[config.mk]
export PLATFORM = sky130hd
export DESIGN_NAME = button_event_scheduler
export DESIGN_NICKNAME = d
export VERILOG_FILES = /design/src/rtl/button_event_scheduler.sv
export SDC_FILE = /design/constraint.sdc
export NUM_CORES = 1
export LEC_CHECK = 0
export BUFFER_PORTS_ARGS = -buffer_cell sky130_fd_sc_hd__buf_2
export CORE_MARGIN = 8
export CORE_UTILIZATION = 61
export DETAILED_ROUTE_END_ITERATION = 7
export PLACE_DENSITY = 0.87
export SYNTH_ARGS = -nofsm -noshare
export SYNTH_HDL_FRONTEND = slang
export SYNTH_SLANG_ARGS = --single-unit
[constraint.sdc]
create_clock -name clk -period 2.7 [get_ports clk]
set_input_delay 0.54 -clock clk [delete_from_list [all_inputs] [get_ports clk]]
set_output_delay 0.54 -clock clk [all_outputs]
set_load 0.005 [all_outputs]
[src/rtl/button_event_scheduler.sv]
// button_event_scheduler: debounces N_BTN raw buttons on a slow tick and serves one event per press
// over a round-robin arbitrated valid/ready port with a sticky overrun flag.
module button_event_scheduler #(
  parameter int N_BTN        = 4,
  parameter int CLK_DIV      = 500000,
  parameter int STABLE_TICKS = 3,
  parameter bit ACTIVE_LOW   = 1
) (
  input  logic                     clk,
  input  logic                     reset,
  input  logic [N_BTN-1:0]         pb_raw,
  output logic [N_BTN-1:0]         btn_level,
  output logic                     evt_valid,
  output logic [$clog2(N_BTN)-1:0] evt_id,
  input  logic                     evt_ready,
  output logic                     evt_overrun,
  input  logic                     overrun_clr
);
  localparam int IW = $clog2(N_BTN);
  localparam int CW = $clog2(CLK_DIV);
  localparam logic [N_BTN-1:0] IDLE = {N_BTN{ACTIVE_LOW}};
  typedef enum logic [1:0] {RELEASED, PRESS_WAIT, PRESSED, RELEASE_WAIT} st_t;
  logic [N_BTN-1:0] r_s1, r_s2, r_pend, w_p, w_press, w_gnt, w_pend_n;
  logic [CW-1:0] r_tick_cnt;
  logic w_tick, w_load, w_found;
  logic [IW-1:0] r_rr, w_gid, w_j;
  st_t r_st [N_BTN];
  st_t w_st_n [N_BTN];
  logic [3:0] r_c [N_BTN];
  logic [3:0] w_c_n [N_BTN];
  // Synchronizers reset to the idle level so no phantom press appears after reset.
  always_ff @(posedge clk or posedge reset)
    if (reset) begin
      r_s1 <= IDLE;
      r_s2 <= IDLE;
      r_tick_cnt <= '0;
    end else begin
      r_s1 <= pb_raw;
      r_s2 <= r_s1;
      r_tick_cnt <= w_tick ? '0 : r_tick_cnt + CW'(1);
    end
  assign w_tick = r_tick_cnt == CW'(CLK_DIV - 1);
  assign w_p = ACTIVE_LOW ? ~r_s2 : r_s2;
  always_comb
    for (int i = 0; i < N_BTN; i++) begin
      w_st_n[i] = r_st[i];
      w_c_n[i] = r_c[i];
      if (w_tick)
        case (r_st[i])
          RELEASED:
            if (w_p[i] && STABLE_TICKS == 1) w_st_n[i] = PRESSED;
            else if (w_p[i]) begin w_st_n[i] = PRESS_WAIT; w_c_n[i] = 4'd1; end
          PRESS_WAIT:
            if (!w_p[i]) begin w_st_n[i] = RELEASED; w_c_n[i] = '0; end
            else if (r_c[i] + 4'd1 == 4'(STABLE_TICKS)) begin w_st_n[i] = PRESSED; w_c_n[i] = '0; end
            else w_c_n[i] = r_c[i] + 4'd1;
          PRESSED:
            if (!w_p[i] && STABLE_TICKS == 1) w_st_n[i] = RELEASED;
            else if (!w_p[i]) begin w_st_n[i] = RELEASE_WAIT; w_c_n[i] = 4'd1; end
          RELEASE_WAIT:
            if (w_p[i]) begin w_st_n[i] = PRESSED; w_c_n[i] = '0; end
            else if (r_c[i] + 4'd1 == 4'(STABLE_TICKS)) begin w_st_n[i] = RELEASED; w_c_n[i] = '0; end
            else w_c_n[i] = r_c[i] + 4'd1;
        endcase
      // A bounce back from RELEASE_WAIT is the same physical press, so only the released side fires.
      w_press[i] = w_st_n[i] == PRESSED && !r_st[i][1];
      btn_level[i] = r_st[i][1];
    end
  always_ff @(posedge clk or posedge reset)
    if (reset)
      for (int i = 0; i < N_BTN; i++) begin
        r_st[i] <= RELEASED;
        r_c[i] <= '0;
      end
    else
      for (int i = 0; i < N_BTN; i++) begin
        r_st[i] <= w_st_n[i];
        r_c[i] <= w_c_n[i];
      end
  always_comb begin
    w_load = !evt_valid || evt_ready;
    w_found = 1'b0;
    w_gid = r_rr;
    w_j = '0;
    w_gnt = '0;
    for (int k = 1; k <= N_BTN; k++) begin
      w_j = IW'((int'(r_rr) + k) % N_BTN);
      if (!w_found && r_pend[w_j]) begin
        w_found = 1'b1;
        w_gid = w_j;
      end
    end
    if (w_load && w_found) w_gnt[w_gid] = 1'b1;
    w_pend_n = (r_pend & ~w_gnt) | w_press;
  end
  always_ff @(posedge clk or posedge reset)
    if (reset) begin
      r_pend <= '0;
      evt_valid <= 1'b0;
      evt_id <= '0;
      evt_overrun <= 1'b0;
      r_rr <= IW'(N_BTN - 1);
    end else begin
      r_pend <= w_pend_n;
      if (w_load) evt_valid <= w_found;
      if (w_load && w_found) begin
        evt_id <= w_gid;
        r_rr <= w_gid;
      end
      evt_overrun <= |(w_press & r_pend & ~w_gnt) || (evt_overrun && !overrun_clr);
    end
endmodule
==> metrics <==
initial antenna violation count 0; total die area about 7700 sq um; Synth Instances around 330; IO Pins 16; HP Class in2reg; CTS tree done; commonest non-fill, non-tap cell in the layout dfrtp_1; final period utilization between 70% and 80%; asr flop ratio synth 100.0%; CORE AREA between 5000 and 6000 sq um; Seq pwr share around 52%; Post-synth EDFFs 0; clk slew on worst S/H paths roughly 0.06 ns; share of layout cells above drive strength 1 15.34%; Worst Setup SP r_tick_cnt[6]; vias in the first global route about 2400; Syn Area/Cell about 9.5 sq um; final core occ between 60% and 70%; relative slew slack roughly 51%; ranking of synthesized cells by area dfrtp_1 (41%), dfstp_2 (8.4%), nand2_1 (6.0%), xnor2_1 (3.6%), ha_1 (3.6%); Avg Vias per Cell 5.808; Synth top area share 40.72%; Port Buf Inserts 15; R2R cell count 6; Final min period 2.143 ns; DRC 0; critical path class reg2reg; chip width slightly below 90 um; MaxCap Viol Count 0; final setup violation count 0; Placer Congestion slightly above 0.8; via count between 2000 and 2500; crit path DAT approximately 2.4 ns; setup bufs post-CTS 0; r2r startpoint r_tick_cnt[6]; P_leak approximately 1.4 nW; Crit. End Element flop; DRT iter0 DRCs about 190; Worst Clk Skew 0.009253 ns; GRT Residual Overflow 0; flop2flop setup slack 0.56 ns; final hold slack 0.2979 ns; largest net degree at the start of global routing 62; Slew @ Worst Pin between 0.7 and 0.8 ns; Starting Density 62.16%; Switch Pwr ~430 uW; CTS Buf Count 9; n_diodes 0; hpwl dp roughly 4200 um; Comb power frac between 6 and 7%; commonest non-fill, non-tap cells in the layout dfrtp_1 (51), nand2_1 (50), nand3_1 (22), nor2_1 (22), a21oi_1 (21); final net count 365; count of state elements after synthesis between 60 and 70; RSZ-0062 raised after global routing false; Die Y just under 90 um; clk buf depth 2; Slew Limit Fails 0; first-pass GRT wire length 10660 um; Final ANT Viol Nets 0; Clk Latency, worst-skew pair approximately 0.34 ns; Setup TNS 0 ns; post-synthesis cell type count 52; Worst EP required about 2.9 ns; Yosys warning count 0; Filler cells between 300 and 400; Cell Pwr Density 554.4 nW/um^2; cell taking the most area after synthesis dfrtp_1; routed length per instance around 15 um; placed cell count 407; first-pass iteration count of the detailed router 4; post-CTS sizing 0; Cell Area, Synth between 3000 and 4000 sq um; H-tree Lvls 3; worst-case vdd ir drop 0.5020 mV; syn nets 346; Core Rows 26; Pint about 1.5 mW; Area Overhead vs Synth 9.581%; Non-Filler Instances 422; Hold Violations, Final 0; CTS sink count 61; root buf cell clkbuf_8; Total GRT Usage 17.67%; hold_buf cts 0; Place WS approximately 0.65 ns; status completed; CP max FO 29; Main synth FF type dfrtp_1; Worst setup SP type flop; Switching Fraction a little under a quarter; slack of the critical path about 0.56 ns; Peak Freq approximately 470 MHz; r2r endpoint r_c[1]; Clk pwr share between 40% and 50%; Routed WL approximately 6100 um; sequential fraction of the synthesis area between 40% and 50%; worst setup path end r_c[1]
[critical path, cell delays in order (launching register included)]
cell	delay, ns
dfrtp_1	0.43
nor4_1	0.46
nand3_1	0.16
nor3_2	0.18
buf_4	0.32
o21ai_1	0.20
a22o_1	0.28
[cell type report]
| type | count | area [sq um] | area share, % |
|---|---|---|---|
| clock buffer | 13 | 158.9 | 4.627 |
| clock inverter | 2 | 35.03 | 1.020 |
| inverter | 14 | 52.55 | 1.530 |
| multi-input combinational | 245 | 1471 | 42.84 |
| sequential | 61 | 1539 | 44.81 |
| tap | 70 | 87.58 | 2.550 |
| timing repair buffer | 17 | 90.09 | 2.623 |
[registers in the layout, indices dropped and copies added, names as in the netlist, 2 cells and up]
register    count
evt_id          2
r_tick_cnt     19
r_c            16
r_st            4
btn_level       4
r_pend          4
r_s2            4
r_s1            4
r_rr            2
[worst min-delay path by stage]
| stage | start | to | cells past startpoint |
|---|---|---|---|
| 3_3_place_gp | r_s1[2] | r_s2[2] | 0 |
| 6_report | pb_raw[2] | r_s1[2] | 1 |
| 3_5_place_dp | r_s1[1] | r_s2[1] | 0 |
| 2_1_floorplan | r_s1[0] | r_s2[0] | 0 |
| 4_1_cts | pb_raw[0] | r_s1[0] | 1 |
| 5_1_grt | pb_raw[2] | r_s1[2] | 1 |
[Yosys cell counts (2+ instances only)]
cell / instances
nor2_1: 22
nor4_1: 2
a21oi_1: 21
nor3_1: 12
o21a_1: 4
o31ai_1: 3
dfrtp_1: 51
o2bb2ai_1: 3
and4_1: 2
and3_1: 3
o22ai_1: 3
xnor2_1: 13
o21ai_1: 7
xor2_1: 6
buf_4: 8
nand4_1: 9
o21ai_0: 16
ha_1: 9
a32oi_1: 2
a21boi_0: 3
and2_1: 2
nand2b_1: 3
nand2_1: 50
inv_1: 14
nor2b_1: 2
dfstp_2: 10
nand3b_1: 2
a21o_1: 2
nand3_1: 22
[cells by family after synthesis]
group | Yosys count | share of synthesized area, %
and+or+nand+nor | 145 | 24.07
DFF | 61 | 49.10
adders and majority gates | 9 | 3.593
AOI/OAI and AO/OA | 72 | 13.97
xor gates and xnor gates | 19 | 5.309
buffers and inverters | 23 | 3.952
[through the flow]
stage | area, sq um | total power, mW
final | 3435 | 1.904
after global routing | 3435 | 1.985
after CTS | 3435 | 1.925
after detailed placement | 3241 | 1.127
after global placement | 3241 | 1.119
after floorplan | 3134 | 1.079
[power groups by stage]
stage / registers, mW / logic [mW] / clock network (mW)
global route: 0.995 / 0.135 / 0.855
global placement: 1.00 / 0.115 / 0
detailed placement: 1.01 / 0.120 / 0
floorplan: 1.00 / 0.0779 / 0
finish: 0.992 / 0.118 / 0.794
CTS: 0.991 / 0.121 / 0.814
[routing by layer]
layer / routed length, um / up-vias / track usage (%) / part of all wire, %
met5: 0 / - / 0 / 0
met4: 152 / 0 / 9.375 / 2.5
met3: 249 / 15 / 4.034 / 4.1
met2: 2868 / 53 / 28.17 / 47
met1: 2854 / 1180 / 21.79 / 47
li1: - / 1203 / - / -
Power figures use the tool's default switching activity.
